**config.mk**
```make
export PLATFORM = sky130hd
export DESIGN_NAME = accum_table
export DESIGN_NICKNAME = d
export VERILOG_FILES = /design/src/rtl/accum_table.sv
export SDC_FILE = /design/constraint.sdc
export NUM_CORES = 2
export LEC_CHECK = 0
export BUFFER_PORTS_ARGS = -buffer_cell sky130_fd_sc_hd__buf_2
export CORE_MARGIN = 8
export CORE_UTILIZATION = 55
export DETAILED_ROUTE_END_ITERATION = 10
export PLACE_DENSITY_LB_ADDON = 0.15
export SYNTH_ARGS = -nofsm -noshare
export SYNTH_HDL_FRONTEND = slang
export SYNTH_SLANG_ARGS = --single-unit
```
**constraint.sdc**
```tcl
create_clock -name clk -period 6.9 [get_ports clk]
set_input_delay 1.035 -clock clk [delete_from_list [all_inputs] [get_ports clk]]
set_output_delay 1.035 -clock clk [all_outputs]
set_load 0.05 [all_outputs]
```
**src/rtl/accum_table.sv**
```systemverilog
// ---------------------------------------------------------------------------
// accum_table
//
// Banked accumulator table: NUM_COLS independent columns of MAX_OUT_ROWS
// signed entries that all share one write address and one read address.
// Each incoming partial-sum element either overwrites its entry or is added
// to it with signed saturation. A sticky per-column flag records saturation.
// A clear sequencer walks the rows one per cycle to zero the whole table.
//
// Ports
//   clk        in   sole clock, rising edge
//   reset      in   asynchronous, active-low reset
//   wrEn       in   write/accumulate request (dropped while busy)
//   wrAccum    in   1 = add to stored value, 0 = overwrite
//   wrMask     in   [NUM_COLS] per-column write enable
//   wrAddr     in   write row
//   wrData     in   [NUM_COLS*DATA_WIDTH] signed elements, column c at
//                   bits [c*DATA_WIDTH +: DATA_WIDTH]
//   rdEn       in   read request (always served, also while busy)
//   rdAddr     in   read row
//   rdData     out  [NUM_COLS*ACC_WIDTH] registered read data, same packing
//   rdValid    out  rdData carries a fresh read result this cycle
//   clrStart   in   start whole-table clear (ignored while busy)
//   busy       out  clear in progress
//   ovf        out  [NUM_COLS] sticky saturation flags
//   dbg_state  out  sequencer state (0 = idle, 1 = clearing)
//
// Handshake: there is no back-pressure on either port. A write is taken on
// any rising edge where wrEn=1, busy=0 and clrStart=0. A read is taken on
// any rising edge where rdEn=1; rdValid is high for exactly the following
// cycle and rdData holds its last value whenever rdValid is low.
// ---------------------------------------------------------------------------
module accum_table #(
  parameter int DATA_WIDTH   = 8,
  parameter int ACC_WIDTH    = 16,
  parameter int MAX_OUT_ROWS = 16,
  parameter int NUM_COLS     = 4
) (
  input  logic                             clk,
  input  logic                             reset,
  input  logic                             wrEn,
  input  logic                             wrAccum,
  input  logic [NUM_COLS-1:0]              wrMask,
  input  logic [$clog2(MAX_OUT_ROWS)-1:0]  wrAddr,
  input  logic [NUM_COLS*DATA_WIDTH-1:0]   wrData,
  input  logic                             rdEn,
  input  logic [$clog2(MAX_OUT_ROWS)-1:0]  rdAddr,
  output logic [NUM_COLS*ACC_WIDTH-1:0]    rdData,
  output logic                             rdValid,
  input  logic                             clrStart,
  output logic                             busy,
  output logic [NUM_COLS-1:0]              ovf,
  output logic [0:0]                       dbg_state
);

  localparam int AW = $clog2(MAX_OUT_ROWS);
  // Sums are formed one bit wider than an entry so overflow is visible as a
  // disagreement between the two top bits.
  localparam int SW = ACC_WIDTH + 1;

  localparam logic [AW:0]          ROWS_EXT = (AW + 1)'(MAX_OUT_ROWS);
  localparam logic [AW-1:0]        LAST_ROW = AW'(MAX_OUT_ROWS - 1);
  localparam logic [ACC_WIDTH-1:0] ACC_MAX  = {1'b0, {(ACC_WIDTH-1){1'b1}}};
  localparam logic [ACC_WIDTH-1:0] ACC_MIN  = {1'b1, {(ACC_WIDTH-1){1'b0}}};

  localparam logic [0:0] ST_IDLE  = 1'b0;
  localparam logic [0:0] ST_CLEAR = 1'b1;

  // ------------------------------------------------------------------------
  // Sequencer state
  // ------------------------------------------------------------------------
  logic [0:0]    state;
  logic [AW-1:0] clr_cnt;
  logic          clearing;

  assign clearing  = (state == ST_CLEAR);
  assign busy      = clearing;
  assign dbg_state = state;

  always_ff @(posedge clk or negedge reset) begin
    if (!reset) begin
      state   <= ST_IDLE;
      clr_cnt <= '0;
    end else if (state == ST_IDLE) begin
      if (clrStart) begin
        state   <= ST_CLEAR;
        clr_cnt <= '0;
      end
    end else begin
      // One row is zeroed per cycle; the last row returns us to idle.
      if (clr_cnt == LAST_ROW) begin
        state   <= ST_IDLE;
        clr_cnt <= '0;
      end else begin
        clr_cnt <= clr_cnt + 1'b1;
      end
    end
  end

  // ------------------------------------------------------------------------
  // Address qualification
  // ------------------------------------------------------------------------
  // Rows beyond MAX_OUT_ROWS only exist when the row count is not a power
  // of two. Out-of-range addresses are folded to row 0 for the array index
  // and then masked, so nothing ever indexes past the table.
  logic          wr_ok;
  logic          rd_ok;
  logic [AW-1:0] wr_row;
  logic [AW-1:0] rd_row;
  logic          wr_fire;

  assign wr_ok  = ({1'b0, wrAddr} < ROWS_EXT);
  assign rd_ok  = ({1'b0, rdAddr} < ROWS_EXT);
  assign wr_row = wr_ok ? wrAddr : '0;
  assign rd_row = rd_ok ? rdAddr : '0;

  // clrStart wins over a same-cycle write, and nothing is written while a
  // clear is walking the table.
  assign wr_fire = wrEn && !clearing && !clrStart && wr_ok;

  // ------------------------------------------------------------------------
  // Storage and per-column datapath
  // ------------------------------------------------------------------------
  logic [ACC_WIDTH-1:0]            mem     [NUM_COLS][MAX_OUT_ROWS];
  logic [ACC_WIDTH-1:0]            new_val [NUM_COLS];
  logic [NUM_COLS-1:0]             sat_vec;
  logic [NUM_COLS*ACC_WIDTH-1:0]   rd_word;

  for (genvar gc = 0; gc < NUM_COLS; gc++) begin : g_col
    logic [DATA_WIDTH-1:0] elem;
    logic [SW-1:0]         ext;
    logic [SW-1:0]         cur;
    logic [SW-1:0]         sum;
    logic                  sum_ovr;
    logic [ACC_WIDTH-1:0]  acc_val;

    assign elem = wrData[gc*DATA_WIDTH +: DATA_WIDTH];
    assign ext  = {{(SW-DATA_WIDTH){elem[DATA_WIDTH-1]}}, elem};
    assign cur  = {mem[gc][wr_row][ACC_WIDTH-1], mem[gc][wr_row]};
    assign sum  = cur + ext;

    // Both operands fit in ACC_WIDTH bits, so the true sum fits in SW bits;
    // the result overflowed the entry exactly when the top two bits differ.
    assign sum_ovr = sum[SW-1] ^ sum[SW-2];
    assign acc_val = sum_ovr ? (sum[SW-1] ? ACC_MIN : ACC_MAX)
                             : sum[ACC_WIDTH-1:0];

    // An overwrite cannot saturate because ACC_WIDTH >= DATA_WIDTH.
    assign new_val[gc] = wrAccum ? acc_val : ext[ACC_WIDTH-1:0];
    assign sat_vec[gc] = wrAccum && sum_ovr;

    assign rd_word[gc*ACC_WIDTH +: ACC_WIDTH] = rd_ok ? mem[gc][rd_row] : '0;

    // One register per entry so that every entry has its own asynchronous
    // reset and its own clear/write select.
    for (genvar gr = 0; gr < MAX_OUT_ROWS; gr++) begin : g_row
      logic [ACC_WIDTH-1:0] q;
      logic                 clr_hit;
      logic                 wr_hit;

      assign clr_hit = clearing && (clr_cnt == AW'(gr));
      assign wr_hit  = wr_fire && wrMask[gc] && (wr_row == AW'(gr));

      always_ff @(posedge clk or negedge reset) begin
        if (!reset) begin
          q <= '0;
        end else if (clr_hit) begin
          q <= '0;
        end else if (wr_hit) begin
          q <= new_val[gc];
        end
      end

      assign mem[gc][gr] = q;
    end
  end

  // ------------------------------------------------------------------------
  // Sticky saturation flags
  // ------------------------------------------------------------------------
  // Flags are wiped on the first clear cycle. No write can be taken while
  // clearing, so nothing can set a flag again before the clear completes.
  always_ff @(posedge clk or negedge reset) begin
    if (!reset) begin
      ovf <= '0;
    end else if (clearing && (clr_cnt == '0)) begin
      ovf <= '0;
    end else if (wr_fire) begin
      ovf <= ovf | (wrMask & sat_vec);
    end
  end

  // ------------------------------------------------------------------------
  // Read port
  // ------------------------------------------------------------------------
  // The read samples the table before this edge's write/clear lands, which
  // gives read-before-write behaviour on an address collision.
  always_ff @(posedge clk or negedge reset) begin
    if (!reset) begin
      rdData  <= '0;
      rdValid <= 1'b0;
    end else begin
      rdValid <= rdEn;
      if (rdEn) begin
        rdData <= rd_word;
      end
    end
  end

endmodule

```
; After elaboration in Yosys (flattened, before gate mapping)
; Cells that the tools add are included.
[op_classes]
addsub = 5
n_lt_le_gt_ge = 2
eq_ne = 30
muxes = 172
bitwise = 8
reduce_logical = 160
[ops]
columns = operator, n
row1 = 2-to-1 mux 16 bit, 156
row2 = binary-select mux 16 bit (select 4 bit), 8
row3 = nonzero test 2 bit, 66
row4 = logical AND 1 bit, 90
row5 = adder 16 x 8 -> 17 bit, 4
row6 = equality test 4 bit (second input constant), 16
row7 = equality test 4 x 3 -> 1 bit (second input constant), 8
row8 = 2-to-1 mux 4 bit, 5
row9 = equality test 4 x 2 -> 1 bit (second input constant), 4
row10 = greater-or-equal comparator 5 bit (second input constant), 2
row11 = inverter 4 -> 5 bit, 2
row12 = equality test 4 x 1 -> 1 bit (second input constant), 2
row13 = zero test 4 bit, 2
row14 = adder 4 x 1 -> 4 bit (second input constant), 1
row15 = bitwise AND 4 bit, 1
row16 = bitwise OR 4 bit, 1
row17 = bitwise XOR 1 bit, 4
row18 = 2-to-1 mux 1 bit, 3
row19 = zero test 1 bit, 2
[totals]
reg_bits = 1098
inputBits = 50
out_inout_bits = 71
wordCells = 446

; Longest topological paths before layout
[depth]
word_depth = 11
mapped_depth = 19
depth_no_buf = 13

; Least setup slack after synthesis
; No wires, ideal clock.
[synth_timing]
path_type = input to register
startpoint = input wrAddr[0]
endpoint = register g_col[1].g_row[1].q[12]
setup_ns = 0.140
arrival_ns = 5.465
t_required_ns = 6.760
setup_slack_ns = 1.294
cell_stages = 19
path_buffers = 6
cell_sequence = clkbuf_1 > clkbuf_1 > clkbuf_1 > mux4_2 > mux4_2 > ha_1 > inv_1 > fa_1 > nand2b_1 > a21oi_2 > o311a_1 > a21boi_1 > o211a_1 > buf_4 > buf_6 > o21ai_1 > a21oi_2 > buf_2 > o311ai_1
[synth_via]
elab_chain_len = 10
elab_cells_between_ends = 14
cone_classes = 1 x add/sub / 1 x eq/ne / 8 x mux / 2 x bitwise / 2 x reduce/logical
[synth_rtl]
columns = item, line
row1 = start: declaration, 44  ; input logic [$clog2(MAX_OUT_ROWS)-1:0] wrAddr,
row2 = inverter 4 -> 5 bit (not written as such), 139  ; assign cur = {mem[gc][wr_row][ACC_WIDTH-1], mem[gc][wr_row]};
row3 = binary-select mux 16 bit (select 4 bit), 139
row4 = 2-to-1 mux 16 bit (not written as such) (2 in series), 139
row5 = adder 16 x 8 -> 17 bit, 140  ; assign sum = cur + ext;
row6 = 2-to-1 mux 16 bit / bitwise XOR 1 bit (equally long branches), "145, 144"
row7 = 2-to-1 mux 16 bit, 145  ; assign acc_val = sum_ovr ? (sum[SW-1] ? ACC_MIN : ACC_MAX)
row8 = 2-to-1 mux 16 bit, 149  ; assign new_val[gc] = wrAccum ? acc_val : ext[ACC_WIDTH-1:0];
row9 = 2-to-1 mux 16 bit, 169  ; end else if (wr_hit) begin
row10 = 2-to-1 mux 16 bit, 167  ; end else if (clr_hit) begin
row11 = end signal: assignment, 170  ; q <= new_val[gc];
row12 = end: declaration, 157  ; logic [ACC_WIDTH-1:0] q;
; Parallel ways exist; a longest one is shown, timed or not. The select of a mux whose other input is x is not followed.
; A chain may end at the register's enable or synchronous reset.

; Worst setup path after layout
[layout_timing]
startpoint = input wrAddr[0]
endpoint = register g_col[2].g_row[2].q[2]
[layout_via]
elab_chain_len = 10
elab_cells_between_ends = 14
cone_classes = 1 x add/sub / 1 x eq/ne / 8 x mux / 2 x bitwise / 2 x reduce/logical
[layout_rtl]
columns = item, line
row1 = inverter 4 -> 5 bit (not written as such), 139
row2 = binary-select mux 16 bit (select 4 bit), 139
row3 = 2-to-1 mux 16 bit (not written as such) (2 in series), 139
row4 = adder 16 x 8 -> 17 bit, 140
row5 = 2-to-1 mux 16 bit / bitwise XOR 1 bit (equally long branches), "145, 144"
row6 = 2-to-1 mux 16 bit, 145
row7 = 2-to-1 mux 16 bit, 149
row8 = 2-to-1 mux 16 bit, 169
row9 = 2-to-1 mux 16 bit, 167
row10 = end signal: assignment, 170
row11 = end: declaration, 157
; Parallel ways exist; a longest one is shown, timed or not. The select of a mux whose other input is x is not followed.

==> results.sh <==
export IMPL_status="finished, final reports clean"
export IMPL_core_area_sq_mm=0.109
export IMPL_power_density_mw_per_mm2=252
export IMPL_start_util_pct=55.5
export IMPL_dr_first_iter_drc_count=5784
export IMPL_vias=46151
export IMPL_routedWlPerCell_um=30.1
export IMPL_crit_top_cell="mux4_2"
export IMPL_die_y_um=348
export IMPL_area_growth_pct=9.37
export IMPL_synthArstFlopShare_pct=100
export IMPL_dr_pass1_iters=6
export IMPL_post_place_ws_ns=0.560
export IMPL_clock_skew_ns=0.0246
export IMPL_gr_usage_all_layers_pct=32.1
export IMPL_fin_crit_sh_pct=82.7
export IMPL_crit_type="in -> reg"
export IMPL_dp_hpwl_um=108000
export IMPL_ff2ff_setup_slack_ns=2.03
export IMPL_routed_wl_um=195000
export IMPL_drv_cap=0
export IMPL_fillers=8713
export IMPL_numCtsBuffers=119
export IMPL_relSlewSlack_pct=15.4
export IMPL_reg2reg_depth=13
export IMPL_die_area_sq_mm=0.121
export IMPL_synthFlopType="dfrtp_1"
export IMPL_worst_path_max_fanout=56
export IMPL_synth_edf_count=0
export IMPL_yosys_warnings=0
export IMPL_viasPerCell=7.10
export IMPL_grt_pass1_vias=45791
export IMPL_cts_root_buf="clkbuf_16"
export IMPL_gp_congestion=0.883
export IMPL_crit_arrival_ns=6.23
export IMPL_cp_cell_sequence="buf_8, buf_12, buf_4, mux4_2, mux4_2, ha_1, inv_1, a2111oi_0, a32oi_2, a21oi_2, nor2_4, a22oi_1, o21ai_0"
export IMPL_syn_nets=5269
export IMPL_rr_startpoint="g_col[1].g_row[15].q[0]"
export IMPL_chipWidth_um=348
export IMPL_worst_slack_ns=1.19
export IMPL_hold_violations=0
export IMPL_route_detailed_drc=0
export IMPL_critPathMaxStageDelay_ns=0.96
export IMPL_total_power_mw=16.7
export IMPL_seq_area_frac_synth_pct=45.4
export IMPL_grt_pass1_wl_um=294000
export IMPL_synth_area_leader_cell="dfrtp_1"
export IMPL_max_freq_ghz=0.175
export IMPL_r2r_end="g_col[1].g_row[15].q[2]"
export IMPL_hold_path_class="in -> async"
export IMPL_cts_sinks=1098
export IMPL_leakagePower_nw=27.7
export IMPL_antenna_found_initial=4
export IMPL_drive_gt1_share_pct=24.8
export IMPL_seqCellArea_sq_mm=0.0275
export IMPL_yosysUniqueCellTypes=87
export IMPL_cp_slowest_cell="a22oi_1"
export IMPL_clock_latency_ns=0.72
export IMPL_synth_most_common_cell="dfrtp_1"
export IMPL_required_ns=7.42
export IMPL_max_slew_worst_pin_slew_ns=1.27
export IMPL_grt_max_degree=166
export IMPL_worst_path_buf_inv=4
export IMPL_cts_max_level=3
export IMPL_hold_buffers=0
export IMPL_cts_tree="done"
export IMPL_cts_reportedPaths_clkPinSlew_ns=0.06
export IMPL_grt_overflow_total=0
export IMPL_syn_avg_cell_area_sq_um=11.7
export IMPL_cp_top_family="compound AO/OA/AOI/OAI gates"
export IMPL_drv_slew=0
export IMPL_cts_setup_buffers=0
export IMPL_syn_area_sq_mm=0.0605
export IMPL_irDropWorstVdd_mv=0.357
export IMPL_holdWs_ns=0.356
export IMPL_synth_ff_latch_count=1098
export IMPL_fin_tns_setup_ns=0
export IMPL_critPathLaunchType="input pin"
export IMPL_multi_input_area_sq_mm=0.0307
export IMPL_grt_setup_unrepaired="no"
export IMPL_setup_violations=0
export IMPL_post_cts_resize_count=0
export IMPL_yosys_area_top_type_share_pct=45.4
export IMPL_rows=121
export IMPL_io_buffer_count=120
export IMPL_fin_nets=5112
export IMPL_synthTopCellsByCount="dfrtp_1 (1098), nand3_1 (1037), o21ai_0 (769)"
export IMPL_clock_path_buffers=3
export IMPL_syn_inst=5147
export IMPL_io_pins=121
export IMPL_final_min_clock_period_ns=5.71
export IMPL_final_antenna_net_count=0
export IMPL_end_kind="register"
export IMPL_synth_area_leaders="dfrtp_1 (45%), mux4_2 (24%), nand3_1 (8.6%)"
[metrics by stage]
stage,area (sq um),instances,utilization (%)
4_1_cts,66100,6499,60.7
3_5_place_dp,62100,6283,57.0
3_3_place_gp,62100,6283,57.0
2_1_floorplan,60500,5147,-
5_1_grt,66100,6501,60.7
6_report,66100,6502,60.7
[worst reg2reg max path: stages, from the launching register on]
cell	delay, ns
dfrtp_1	0.38
mux4_2	0.48
mux4_2	0.54
ha_1	0.25
inv_1	0.09
fa_1	0.22
nand2b_1	0.16
a21oi_2	0.08
o311a_1	0.39
a21boi_1	0.27
o211a_1	0.62
o22ai_4	0.32
a22oi_2	0.68
o21ai_0	0.22
[power breakdown]
| group | switching (mW) | internal [mW] |
|---|---|---|
| clock | 2.70 | 3.89 |
| combinational | 2.25 | 0.843 |
| sequential | 0.247 | 6.74 |
[state kept, by name (all words and copies together) (netlist names)]
register,flops
busy,1
clr_cnt,4
g_col.g_row.q,1024
ovf,4
rdData,64
rdValid,1
[how the worst max path moves through the flow]
stage / slack, ns / end / cells past startpoint / from
finish: 1.19 / g_col[2].g_row[2].q[2] / 13 / wrAddr[0]
CTS: 1.31 / g_col[2].g_row[2].q[2] / 13 / wrAddr[0]
global placement: 0.68 / g_col[1].g_row[14].q[2] / 13 / wrAddr[0]
floorplan: 1.29 / g_col[1].g_row[1].q[12] / 19 / wrAddr[0]
global route: 0.80 / g_col[2].g_row[5].q[2] / 13 / wrAddr[0]
detailed placement: 0.56 / g_col[1].g_row[8].q[1] / 12 / wrAddr[0]
[cells in the final DEF (no fill, tap or decap), drive strengths merged, types with 17 or more instances in the layout]
cell,instances
a21o,25
nand2b,19
nor2,56
buf,272
dfrtp,1098
inv,36
ha,68
o21ai,1033
clkbuf,178
a21oi,99
clkinv,26
nor3,17
o211ai,17
nand2,140
a22oi,30
mux4,640
o311ai,18
xor2,20
mux2,64
nand3,1038
o21a,18
xnor2,27
[routing by layer]
metal / vias to the layer above / wire length [um] / global-route usage (%)
li1: 19512 / - / -
met1: 23320 / 75100 / 43.5
met2: 2650 / 88800 / 49.2
met3: 667 / 21600 / 8.23
met4: 2 / 10000 / 14.5
met5: - / 19 / 0
[kinds of logic (layout without fill, tap and decap cells)]
| family | Yosys count | after routing | synth area share [%] |
|---|---|---|---|
| AOI/OAI and AO/OA | 1324 | 1324 | 12.6 |
| and+or+nand+nor | 1316 | 1316 | 10.7 |
| DFF | 1098 | 1098 | 45.4 |
| muxes | 706 | 706 | 25.1 |
| buffers and inverters | 583 | 521 | 3.90 |
| adders and majority gates | 73 | 73 | 1.56 |
| xor gates and xnor gates | 47 | 47 | 0.712 |
| other | 0 | 3 | 0 |
[layout make-up]
class,count,share of cell area [%]
tap,1414,2.68
multi-input combinational,3466,46.5
clock buffer,178,5.40
antenna,3,0.0114
clock inverter,38,0.672
inverter,33,0.187
timing repair buffer,272,3.04
sequential,1098,41.5
Note: power is estimated with default switching activity, not from simulation.
